<file path="src/rtl/render_pkg.sv">
`default_nettype none
// ============================================================================
// render_pkg
// Shared timing constants, control FSM state type and object record for the
// multi-object rectangle renderer.
// Revision: 1.0
// ============================================================================
package render_pkg;

    // Screen timing: sx/sy count from the start of back porch.
    localparam int HA_BACK_PORCH = 2;
    localparam int HA_ACTIVE     = 640;
    localparam int VA_BACK_PORCH = 2;
    localparam int VA_ACTIVE     = 480;

    // Object record widths; COORD_W and CW of render_multi must match these.
    localparam int OBJ_COORD_W = 10;
    localparam int OBJ_CW      = 4;
    localparam int OBJ_COL_W   = 3 * OBJ_CW;

    typedef enum logic [1:0] {
        ST_OPEN   = 2'd0,
        ST_ARMED  = 2'd1,
        ST_COMMIT = 2'd2
    } state_e;

    typedef struct packed {
        logic [OBJ_COORD_W-1:0] x;
        logic [OBJ_COORD_W-1:0] y;
        logic [OBJ_COORD_W-1:0] w;
        logic [OBJ_COORD_W-1:0] h;
        logic [OBJ_COL_W-1:0]   colour;
        logic                   en;
    } obj_t;

endpackage
`default_nettype wire

</file>
<file path="src/rtl/render_obj_hit.sv">
`default_nettype none
// ============================================================================
// render_obj_hit
// Tests whether the current screen position lies inside one rectangle.
// Revision: 1.0
// ============================================================================
module render_obj_hit
    import render_pkg::*;
#(
    parameter int COORD_W = 10
) (
    input  logic               i_en,
    input  logic [COORD_W-1:0] i_x,
    input  logic [COORD_W-1:0] i_y,
    input  logic [COORD_W-1:0] i_w,
    input  logic [COORD_W-1:0] i_h,
    input  logic [COORD_W-1:0] i_sx,
    input  logic [COORD_W-1:0] i_sy,
    output logic               o_hit
);

    // Two extra bits hold porch + x + w without wrapping.
    localparam int EW = COORD_W + 2;

    logic [EW-1:0] w_x0;
    logic [EW-1:0] w_x1;
    logic [EW-1:0] w_y0;
    logic [EW-1:0] w_y1;
    logic [EW-1:0] w_sx;
    logic [EW-1:0] w_sy;

    assign w_x0 = EW'(HA_BACK_PORCH) + EW'(i_x);
    assign w_x1 = w_x0 + EW'(i_w);
    assign w_y0 = EW'(VA_BACK_PORCH) + EW'(i_y);
    assign w_y1 = w_y0 + EW'(i_h);
    assign w_sx = EW'(i_sx);
    assign w_sy = EW'(i_sy);

    // A zero width or height makes the half-open range empty.
    assign o_hit = i_en
                && (w_sx >= w_x0) && (w_sx < w_x1)
                && (w_sy >= w_y0) && (w_sy < w_y1);

endmodule
`default_nettype wire

</file>
<file path="src/rtl/render_multi.sv">
`default_nettype none
// ============================================================================
// render_multi
// Double-buffered multi-rectangle renderer with a two-stage pixel pipeline.
// Optional macro RENDER_BORDER_EN adds a white 1-pixel screen border.
// Revision: 1.0
// ============================================================================
module render_multi
    import render_pkg::*;
#(
    parameter int              NUM_OBJ    = 4,
    parameter int              CW         = 4,
    parameter int              COORD_W    = 10,
    parameter logic [3*CW-1:0] BACK_COLOR = 12'h142,
    localparam int             IDX_W      = (NUM_OBJ > 1) ? $clog2(NUM_OBJ) : 1
) (
    input  logic               clk,
    input  logic               rst_n,
    input  logic               de,
    input  logic [COORD_W-1:0] sx,
    input  logic [COORD_W-1:0] sy,
    input  logic               frame_start,
    input  logic               wr_valid,
    output logic               wr_ready,
    input  logic [IDX_W-1:0]   wr_idx,
    input  logic [COORD_W-1:0] wr_x,
    input  logic [COORD_W-1:0] wr_y,
    input  logic [COORD_W-1:0] wr_w,
    input  logic [COORD_W-1:0] wr_h,
    input  logic [3*CW-1:0]    wr_color,
    input  logic               wr_en,
    input  logic               commit,
    output logic               pending,
    output logic               de_out,
    output logic [CW-1:0]      dispcolor_r,
    output logic [CW-1:0]      dispcolor_g,
    output logic [CW-1:0]      dispcolor_b
);

    localparam int COL_W = 3 * CW;

    state_e             r_state;
    obj_t               r_shadow [NUM_OBJ];
    obj_t               r_active [NUM_OBJ];
    obj_t               w_wr_obj;
    logic               w_wr_fire;
    logic [NUM_OBJ-1:0] w_hit;
    logic [NUM_OBJ-1:0] r_hit;
    logic               r_de1;
    logic               r_de2;
    logic [COL_W-1:0]   w_obj_color;
    logic [COL_W-1:0]   w_pix_color;
    logic [COL_W-1:0]   r_color;

    // ------------------------------------------------------------------
    // Commit control
    // ------------------------------------------------------------------
    always_ff @(posedge clk or negedge rst_n) begin
        if (!rst_n) begin
            r_state <= ST_OPEN;
        end else begin
            case (r_state)
                ST_OPEN:   if (commit)      r_state <= ST_ARMED;
                ST_ARMED:  if (frame_start) r_state <= ST_COMMIT;
                ST_COMMIT:                  r_state <= ST_OPEN;
                default:                    r_state <= ST_OPEN;
            endcase
        end
    end

    // Ready is held low while reset is asserted even though the state is OPEN.
    assign wr_ready  = rst_n && (r_state == ST_OPEN);
    assign pending   = (r_state == ST_ARMED);
    assign w_wr_fire = wr_valid && wr_ready;

    always_comb begin
        w_wr_obj        = '0;
        w_wr_obj.x      = OBJ_COORD_W'(wr_x);
        w_wr_obj.y      = OBJ_COORD_W'(wr_y);
        w_wr_obj.w      = OBJ_COORD_W'(wr_w);
        w_wr_obj.h      = OBJ_COORD_W'(wr_h);
        w_wr_obj.colour = OBJ_COL_W'(wr_color);
        w_wr_obj.en     = wr_en;
    end

    // Out-of-range indices match no slot, so the handshake completes silently.
    always_ff @(posedge clk or negedge rst_n) begin
        if (!rst_n) begin
            for (int i = 0; i < NUM_OBJ; i++) begin
                r_shadow[i] <= '0;
                r_active[i] <= '0;
            end
        end else begin
            for (int i = 0; i < NUM_OBJ; i++) begin
                if (w_wr_fire && (32'(wr_idx) == i)) r_shadow[i] <= w_wr_obj;
                if (r_state == ST_COMMIT)            r_active[i] <= r_shadow[i];
            end
        end
    end

    // ------------------------------------------------------------------
    // Hit testing
    // ------------------------------------------------------------------
    for (genvar gi = 0; gi < NUM_OBJ; gi++) begin : g_obj
        render_obj_hit #(
            .COORD_W (COORD_W)
        ) u_hit (
            .i_en  (r_active[gi].en),
            .i_x   (COORD_W'(r_active[gi].x)),
            .i_y   (COORD_W'(r_active[gi].y)),
            .i_w   (COORD_W'(r_active[gi].w)),
            .i_h   (COORD_W'(r_active[gi].h)),
            .i_sx  (sx),
            .i_sy  (sy),
            .o_hit (w_hit[gi])
        );
    end

    // Lowest index has priority, so scan from the top down and let it win last.
    always_comb begin
        w_obj_color = BACK_COLOR;
        for (int i = NUM_OBJ - 1; i >= 0; i--) begin
            if (r_hit[i]) w_obj_color = COL_W'(r_active[i].colour);
        end
    end

`ifdef RENDER_BORDER_EN
    logic r_edge1;

    always_ff @(posedge clk or negedge rst_n) begin
        if (!rst_n) begin
            r_edge1 <= 1'b0;
        end else begin
            r_edge1 <= (sx == COORD_W'(HA_BACK_PORCH))
                    || (sx == COORD_W'(HA_BACK_PORCH + HA_ACTIVE - 1))
                    || (sy == COORD_W'(VA_BACK_PORCH))
                    || (sy == COORD_W'(VA_BACK_PORCH + VA_ACTIVE - 1));
        end
    end

    assign w_pix_color = r_edge1 ? {COL_W{1'b1}} : w_obj_color;
`else
    assign w_pix_color = w_obj_color;
`endif

    // ------------------------------------------------------------------
    // Output pipeline
    // ------------------------------------------------------------------
    always_ff @(posedge clk or negedge rst_n) begin
        if (!rst_n) begin
            r_hit   <= '0;
            r_de1   <= 1'b0;
            r_de2   <= 1'b0;
            r_color <= '0;
        end else begin
            r_hit   <= w_hit;
            r_de1   <= de;
            r_de2   <= r_de1;
            r_color <= r_de1 ? w_pix_color : '0;
        end
    end

    assign de_out      = r_de2;
    assign dispcolor_r = r_color[3*CW-1:2*CW];
    assign dispcolor_g = r_color[2*CW-1:CW];
    assign dispcolor_b = r_color[CW-1:0];

endmodule
`default_nettype wire
</file>
<file path="config.mk">
export PLATFORM = sky130hd
export DESIGN_NAME = render_multi
export DESIGN_NICKNAME = d
export VERILOG_FILES = /design/src/rtl/render_pkg.sv /design/src/rtl/render_obj_hit.sv /design/src/rtl/render_multi.sv
export SDC_FILE = /design/constraint.sdc
export NUM_CORES = 1
export LEC_CHECK = 0
export CAP_MARGIN = 30
export CORE_ASPECT_RATIO = 1.2
export CORE_UTILIZATION = 56
export CTS_CLUSTER_DIAMETER = 200
export DETAILED_ROUTE_END_ITERATION = 6
export PLACE_DENSITY = 0.77
export SYNTH_ARGS = -nofsm -noshare
export SYNTH_HDL_FRONTEND = slang
export SYNTH_SLANG_ARGS = --single-unit
export TNS_END_PERCENT = 5
</file>
<file path="constraint.sdc">
create_clock -name clk -period 3.25 [get_ports clk]
set_input_delay 0.325 -clock clk [delete_from_list [all_inputs] [get_ports clk]]
set_output_delay 0.325 -clock clk [all_outputs]
set_load 0.005 [all_outputs]
</file>
Word level (Yosys, flattened, before mapping)
Index checks and enable logic that the tools add are counted.
{"block": "word_totals", "word_cells": 125, "reg_bits": 444}
{"block": "op_classes", "eq_ne": 7, "mux": 8, "magnitude_cmp": 16, "n_addsub": 16, "reduce_logical": 25}
{"op": "12-bit by 10-bit adder with 12-bit output", "n": 8}
{"op": "10-bit by 12-bit >= comparator with 1-bit output", "n": 8}
{"op": "10-bit by 12-bit < comparator with 1-bit output", "n": 8}
{"op": "2-bit by 10-bit adder with 11-bit output, first input constant", "n": 8}
{"op": "12-bit two-way mux", "n": 5}
{"op": "1-bit logical AND", "n": 22}
{"op": "2-bit == test, second input constant", "n": 3}
{"op": "2-bit by 1-bit == test with 1-bit output, second input constant", "n": 2}
{"op": "2-bit zero test", "n": 2}
{"op": "2-bit two-way mux", "n": 2}
{"op": "2-bit != test, second input constant", "n": 2}
{"op": "2-bit one-hot mux with 2 select lines", "n": 1}
{"op": "2-bit AND reduction", "n": 1}

Depth between registers and ports, before layout
Gate-level depths: netlist (run 1).
{"block": "depth", "word_depth": 6, "mapped_depth": 17, "depth_no_buf": 17}

By module
From an unflattened synthesis (run 1), not the netlist that was laid out.
{"block": "unflattened", "cells_unflattened": 2013, "area_unflattened_um2": 24935.2}
{"module": "render_multi", "area_each_um2": 16940.0, "instances": 1, "cells_per_inst": 988}
{"module": "render_obj_hit (g_obj[3].u_hit)", "area_each_um2": 2039.5, "instances": 1, "cells_per_inst": 264}
{"module": "render_obj_hit (g_obj[2].u_hit)", "area_each_um2": 2015.7, "instances": 1, "cells_per_inst": 259}
{"module": "render_obj_hit (g_obj[1].u_hit)", "area_each_um2": 1979.4, "instances": 1, "cells_per_inst": 251}
{"module": "render_obj_hit (g_obj[0].u_hit)", "area_each_um2": 1960.6, "instances": 1, "cells_per_inst": 251}

Worst setup path before layout (run 1)
OpenSTA, ideal clock, no wires.
{"block": "synth_path", "kind": "flip-flop to flip-flop", "from": "register r_active[34] (netlist bit)", "to": "register r_hit[3]", "arrival_time_ps": 3186, "setup_slack_ps": -30, "path_stages_with_launch": 17, "path_buffers": 1, "period_less_slack_ps": 3280, "required_time_ps": 3156, "cell_sequence": "dfrtp_1 ha_1 nand3_1 nor2_1 and3_1 xor2_1 ha_1 buf_1 or4b_2 o211ai_1 a311oi_1 ha_1 nor3_1 o21ai_0 a21oi_1 a311oi_1 a211oi_1"}
{"block": "synth_between", "elab_chain_cells": 4, "word_cells_on_any_way": 6, "cone_classes": "add/sub: 2; order compare: 2; reduce/logical: 2"}
{"item": "start, declared", "line_no": "render_multi.sv:44", "source": "obj_t r_active [NUM_OBJ];"}
{"item": "start signal, assigned by index", "line_no": "render_multi.sv:96", "source": "if (r_state == ST_COMMIT) r_active[i] <= r_shadow[i];"}
{"item": "2-bit by 10-bit adder with 11-bit output *", "line_no": "render_obj_hit.sv:34", "source": "assign w_y0 = EW'(VA_BACK_PORCH) + EW'(i_y);"}
{"item": "12-bit by 10-bit adder with 12-bit output or 10-bit by 12-bit >= comparator with 1-bit output (tied branches)", "line_no": "render_obj_hit.sv:35, render_obj_hit.sv:42"}
{"item": "10-bit by 12-bit < comparator with 1-bit output or 1-bit logical AND (tied branches)", "line_no": "render_obj_hit.sv:42", "source": "&& (w_sy >= w_y0) && (w_sy < w_y1);"}
{"item": "1-bit logical AND *", "line_no": "render_obj_hit.sv:42"}
{"item": "named net g_obj[3].u_hit.o_hit", "line_no": "render_obj_hit.sv:19", "source": "output logic o_hit"}
{"item": "end signal, assigned", "line_no": "render_multi.sv:156", "source": "r_hit <= w_hit;"}
{"item": "end, declared", "line_no": "render_multi.sv:48", "source": "logic [NUM_OBJ-1:0] r_hit;"}
Mark *: on every way through the listed nets, which the timed path passes. The rest lies on a longest branch.
A chain may end at the register's enable or synchronous reset.

Worst setup path in the final report (run 1)
{"block": "layout_path", "from": "register r_active[193] (netlist bit)", "to": "register r_hit[0]"}
{"block": "layout_between", "elab_chain_cells": 4, "word_cells_on_any_way": 6, "cone_classes": "add/sub: 2; order compare: 2; reduce/logical: 2"}
{"item": "2-bit by 10-bit adder with 11-bit output *", "line_no": "render_obj_hit.sv:34"}
{"item": "12-bit by 10-bit adder with 12-bit output or 10-bit by 12-bit >= comparator with 1-bit output (tied branches)", "line_no": "render_obj_hit.sv:35, render_obj_hit.sv:42"}
{"item": "10-bit by 12-bit < comparator with 1-bit output or 1-bit logical AND (tied branches)", "line_no": "render_obj_hit.sv:42"}
{"item": "1-bit logical AND *", "line_no": "render_obj_hit.sv:42"}
{"item": "named net g_obj[0].u_hit.o_hit", "line_no": "render_obj_hit.sv:19"}
Marks and branches as above.

==> results of run 1 <==
sequential cells by signal, indices dropped and copies added (netlist names):
signal,count
de_out,1
r_active,212
r_color,12
r_de1,1
r_hit,4
r_shadow,212
r_state,2
metrics by stage:
stage               utilization, %  power, uW  setup WS, ns  TNS, ns  cells
detailed placement           63.31      26020       -0.5971   -1.555   2807
CTS                          67.43      32180       -0.1545  -0.5067   2894
global route                 68.54      35750       -0.2910   -1.035   2905
finish                       68.54      33230       -0.1851  -0.4692   2905
global placement             63.31      25170       -0.5728   -1.204   2807
floorplan                        -      20510      0.001575        0   2046
per-layer routing:
layer / track usage [%] / vias up / part of all wire (%) / routed length [um]
met5: 0 / - / 0.017 / 10
met4: 7.935 / 2 / 2.9 / 1731
met3: 3.362 / 123 / 4.2 / 2527
met2: 46.38 / 364 / 50 / 29500
met1: 36.08 / 8672 / 43 / 25730
li1: - / 7953 / - / -
kinds of logic (layout without fill, tap and decap cells):
kind of cell / Yosys count / in the layout / share of synthesized area, %
simple gates: 351 / 351 / 7.302
compound gates: 315 / 315 / 8.266
flops: 444 / 444 / 45.28
buf+inv: 158 / 465 / 3.014
xor+xnor: 109 / 109 / 3.891
fa+ha+maj: 256 / 256 / 13.30
mux: 413 / 413 / 18.94
layout by cell type (no fill, tap or decap), types with 24 or more instances in the layout:
master           synthesis  routed
nand3_1                 44      42
and3_1                  26      24
nand2_1                 75      74
ha_1                   248     227
inv_1                  103     102
a21oi_1                 73      61
o21ai_0                 81      67
xnor2_1                 47      41
xor2_1                  62      56
nor2_1                  80      78
a21o_1                  34      34
buf_4                    0     172
clkdlybuf4s50_1          0      94
nand2b_1                24      24
clkbuf_16                0      45
dfrtp_1                444     438
mux2_2                 408     408
path summary, 6_finish.rpt:
| check | startpoint | endpoint | slack (ns) | depth (start not counted) |
|---|---|---|---|---|
| min reg2reg | r_shadow[87] | r_active[87] | 0.47 | 2 |
| min | rst_n | r_active[54] | -0.07 | 2 |
| max reg2reg | r_active[193] | r_hit[0] | -0.19 | 14 |
| max in group asynchronous | rst_n | r_active[193] | 1.70 | 3 |
| max | r_active[193] | r_hit[0] | -0.19 | 14 |
| min in group clk | de | r_de1 | 0.19 | 1 |
cells in the mapped netlist (15+ instances only):
master / n / area share, %
nor3_1: 15 / 0.31
a211oi_1: 16 / 0.49
buf_6: 15 / 0.69
a21o_1: 34 / 1.0
o21a_1: 18 / 0.55
nand4_1: 18 / 0.46
nand3_1: 44 / 0.90
nand2b_1: 24 / 0.61
a21oi_1: 73 / 1.5
inv_1: 103 / 1.6
nor2b_1: 21 / 0.54
and3_1: 26 / 0.66
nand2_1: 75 / 1.1
ha_1: 248 / 13
xnor2_1: 47 / 1.7
xor2_1: 62 / 2.2
nor2_1: 80 / 1.2
o21ai_0: 81 / 1.7
dfrtp_1: 444 / 45
mux2_2: 408 / 19
buf_2: 27 / 0.55
and2_1: 15 / 0.38
power by group through the flow:
stage	clock network [uW]	registers, uW	logic (uW)
floorplan	0	9380	11100
global placement	0	9830	15300
detailed placement	0	10000	16000
CTS	5410	9940	16800
global route	5630	10300	19800
finish	5320	10000	17900
layout make-up:
cell class	instances	share of cell area, %
clock inverter	24	0.9214
multi-input combinational	1444	45.05
sequential	444	37.73
inverter	103	1.312
timing repair buffer	281	8.429
tap	552	2.344
clock buffer	57	4.212
critical path: cells and delay by family (launching register included):
family / cells / cell delay, ns
and+or+nand+nor: 4 / 0.99
AOI/OAI and AO/OA: 4 / 0.68
buffers and inverters: 2 / 0.23
adders and majority gates: 3 / 0.76
DFF: 1 / 0.44
xor gates and xnor gates: 1 / 0.17
timing repair:
item | 4_1_cts | 5_1_grt
resized for setup | 57 | 79
endpoints found under the setup margin | 4 | 4
setup buffers | 6 | 11
pin swaps | 18 | 44
==> metrics.yaml, run 1 <==
layout_min_cycle_time_ns: 3.435
final.period_utilization_pct: 105.7
crit_path_max_fanout: 4
clk_pin_slew_ns: 0.06
cap_violations: 0
drt_first_pass_iters: 7
cts_sinks: 444
switchingPower_uw: 12570
place.gp.congestion: 0.8866
vias: 17110
postCtsHoldBufs: 0
track_usage_pct: 27.18
setup_slack_ns: -0.1851
power_frac_clock_pct: 16.0
synth_nets: 2383
crit_arrival_ns: 3.87
p_sw_share_pct: 37.83
maxSlewViolCount: 0
synthDistinctLibCells: 67
initial_core_util_pct: 57.07
setup_viol: 4
comb_power_share_pct: 53.9
cts-buffers-inserted: 45
crit_type: "flop to flop"
end_kind: "flop"
clk_latency_ns: 0.58
grt_pass1_wl_mm: 94.65
clock_skew_ns: 0.01871
fin_hold_ws_ns: -0.07243
worst_pin_slew_ns: 1.064
avgSynthCellArea_sq_um: 11.99
ys_seq_area_share_pct: 45.28
regArea_sq_mm: 0.01112
status: "finished, violations left"
antenna_found_initial: 2
required_ns: 3.69
syn_area_sq_mm: 0.02454
cts_buffer_depth: 3
io_buffers: 95
path_cells: "ha_4 -> xor2_2 -> ha_1 -> nand2_1 -> o21ai_2 -> or4_4 -> and3_4 -> a311oi_2 -> ha_2 -> inv_1 -> a221o_1 -> nor3_2 -> buf_4 -> a211oi_2"
drc: 12
dieArea_sq_mm: 0.04466
startpoint_type: "flop"
drt_iter0_drc: 853
hold_class: "input pin to async pin"
h-tree-depth: 2
core_area_sq_mm: 0.04299
rsz0062_at_grt: "yes"
ir_worst_vdd_mv: 0.5095
dpl_cell_area_sq_mm: 0.02722
synth-edff-count: 0
hold_violations: 46
synthToLayoutAreaGrowth_pct: 20.09
die_h_um: 231.3
cts_root_buffer: "clkbuf_16"
wl_per_cell_um: 20.48
tritoncts: "yes"
fin_nets: 2656
slew_headroom_pct: 29.08
crit_slowest_cell: "or4_4"
powerDensity_mw_per_mm2: 1128
grt_remaining_overflow: 0
rows: 83
seq_power_share_pct: 30.1
drive_gt1_share_pct: 33.28
vias_per_cell: 5.891
max_stage_delay_ns: 0.56
multi_input_area_sq_mm: 0.01327
violations: "design-rule violations, negative hold slack, negative setup slack"
p_int_uw: 20660
pin_count: 96
fmax_ghz: 0.2911
synth-main-ff-cell: "dfrtp_1"
fin_area_sq_mm: 0.02947
die_x_um: 193.1
grt_max_degree: 191
antenna_cells: 0
ant_nets: 0
fill_cells: 3076
place_hpwl_mm: 42.10
ys_warn_count: 0
drt_wl_total_mm: 59.49
synth-async-reset-ratio_pct: 100.0
leakage_uw: 0.01371
synthCells: 2046
ys_seq_elements: 444
grt_pass1_vias: 18020
(Power assumes the default switching activity.)
==> run 2: changes to the inputs <==
- CTS_BUF_LIST: not set -> sky130_fd_sc_hd__clkbuf_16
- TNS_END_PERCENT: 5 -> 100
- clock period: 3.25 -> 2.9 ns (I/O delays scaled with it)
==> metrics.yaml, run 2 (same netlist as run 1, synthesis figures left out) <==
status: "finished, violations left"  # unchanged
violations: "design-rule violations, negative setup slack"  # was design-rule violations, negative hold slack, negative setup slack
final.period_utilization_pct: 117.6  # was 105.7%
track_usage_pct: 28.05  # was 27.18%
rsz0062_at_grt: "yes"  # unchanged
drt_first_pass_iters: 7  # unchanged
ant_nets: 0  # unchanged
end_kind: "flop"  # unchanged
startpoint_type: "flop"  # unchanged
seq_power_share_pct: 28.4  # was 30.1%
h-tree-depth: 2  # unchanged
comb_power_share_pct: 56.2  # was 53.9%
drive_gt1_share_pct: 38.55  # was 33.28%
largestRegisters: "r_active (212), r_shadow (212), r_color (12)"  # unchanged
fin_nets: 2787  # was 2656
setup_viol: 4  # unchanged
die_h_um: 231.3  # unchanged
dieArea_sq_mm: 0.04466  # unchanged
clock_skew_ns: 0.03158  # was 0.01871 ns
mostFrequentLayoutCell: "dfrtp_1"  # unchanged
hold_class: "input pin to async pin"  # unchanged
grt_remaining_overflow: 0  # unchanged
drt_iter0_drc: 1139  # was 853
post-place-ws_ns: -0.5625  # was -0.5971 ns
crit_path_max_fanout: 3  # was 4
drc: 12  # unchanged
cts_sinks: 444  # unchanged
fin_area_sq_mm: 0.03088  # was 0.02947 sq mm
hold_violations: 0  # was 46
rows: 83  # unchanged
io_buffers: 95  # unchanged
core_area_sq_mm: 0.04299  # unchanged
p_sw_share_pct: 37.45  # was 37.83%
critical_path.startpoint: "r_active[44]"  # was r_active[193]
cts_root_buffer: "clkbuf_16"  # unchanged
worst_pin_slew_ns: 1.001  # was 1.064 ns
maxSlewViolCount: 0  # unchanged
grt_pass1_vias: 18720  # was 18020
antenna_cells: 0  # unchanged
power_frac_clock_pct: 15.4  # was 16.0%
initial_core_util_pct: 57.07  # unchanged
tritoncts: "yes"  # unchanged
rr_startpoint: "r_active[44]"  # was r_active[193]
die_x_um: 193.1  # unchanged
p_int_uw: 24800  # was 20660 uW
drt_wl_total_mm: 62.63  # was 59.49 mm
finalPower_uw: 39640  # was 33230 uW
pin_count: 96  # unchanged
synthToLayoutAreaGrowth_pct: 25.87  # was 20.09%
tns_ns: -1.656  # was -0.4692 ns
grt_max_degree: 182  # was 191
place_hpwl_mm: 44.01  # was 42.10 mm
final_cell_mix: "dfrtp_1 (434), mux2_2 (408), buf_4 (301)"  # was dfrtp_1 (438), mux2_2 (408), ha_1 (227)
place.gp.congestion: 0.8690  # was 0.8866
crit_type: "flop to flop"  # unchanged
ir_worst_vdd_mv: 0.6960  # was 0.5095 mV
wl_per_cell_um: 20.62  # was 20.48 um
cts-buffers-inserted: 44  # was 45
clk_latency_ns: 0.59  # was 0.58 ns
leakage_uw: 0.01441  # was 0.01371 uW
clk_pin_slew_ns: 0.07  # was 0.06 ns
vias_per_cell: 5.847  # was 5.891
cap_violations: 0  # unchanged
layout_min_cycle_time_ns: 3.411  # was 3.435 ns
powerDensity_mw_per_mm2: 1283  # was 1128 mW/mm^2
setup_slack_ns: -0.5109  # was -0.1851 ns
antenna_found_initial: 0  # was 2
fmax_ghz: 0.2932  # was 0.2911 GHz
slew_headroom_pct: 33.26  # was 29.08%
crit_arrival_ns: 3.89  # was 3.87 ns
required_ns: 3.38  # was 3.69 ns
vias: 17760  # was 17110
switchingPower_uw: 14840  # was 12570 uW
cts_buffer_depth: 3  # unchanged
dpl_cell_area_sq_mm: 0.02824  # was 0.02722 sq mm
grt_pass1_wl_mm: 97.61  # was 94.65 mm
## run 2: metrics by stage
| stage | std cells | utilization [%] | hold WS [ns] |
|---|---|---|---|
| final | 3037 | 71.84 | 0.1308 |
| after global routing | 3037 | 71.84 | 0.1304 |
| after CTS | 3020 | 70.54 | 0.1187 |
| after detailed placement | 2920 | 65.69 | 0.1195 |
| after global placement | 2920 | 65.69 | 0.1219 |
| after floorplan | 2046 | - | -0.005591 |
## run 2: layout make-up
class                   count  area, sq um
flip-flops and latches    444        11120
fillers                  2834        12110
well taps                 552        690.7
inverters                 103        386.6
multi-input cells        1444        13620
clock inverters            36        431.7
repair buffers            413         3510
clock buffers              45         1126
## run 2: power groups by stage
| stage | Sequential [uW] | Clock, uW | Combinational, uW |
|---|---|---|---|
| floorplan | 10500 | 0 | 12800 |
| global placement | 11000 | 0 | 18600 |
| detailed placement | 11200 | 0 | 19500 |
| CTS | 11200 | 6200 | 20800 |
| global route | 11600 | 6430 | 24400 |
| finish | 11300 | 6110 | 22300 |
## run 2: metal layers
layer	share of wire, %	up-vias	track usage (%)
met2	50	378	48.48
li1	-	8191	-
met1	42	9054	36.99
met3	4.3	133	3.165
met5	0	-	0
met4	2.8	0	7.983
## run 2: final timing paths
kind,end,slack [ns],depth (start not counted)
max,r_hit[3],-0.51,16
min,r_active[48],0.13,2
max reg2reg,r_hit[3],-0.51,16
min reg2reg,r_active[87],0.48,2
max in group asynchronous,r_shadow[156],1.55,4
min in group clk,r_de1,0.15,1
## run 2: worst max-delay path, cell delays in order (launching register included)
cell and delay (ns):
dfrtp_1 0.44, ha_4 0.20, xor2_2 0.15, ha_1 0.29, buf_4 0.15, a21oi_1 0.15
nor2b_1 0.06, a31oi_1 0.23, a211o_1 0.22, buf_4 0.14, xor2_2 0.08, ha_2 0.20
buf_4 0.14, a2111oi_2 0.32, nand3_1 0.17, o211a_1 0.16, a211oi_1 0.21
## run 2: timing repair
action,CTS,global route
hold endpoints to repair,33,0
setup endpoints to repair,4,4
resized for setup,83,77
hold buffers,1,0
buffers inserted,19,17
pin swaps,46,61
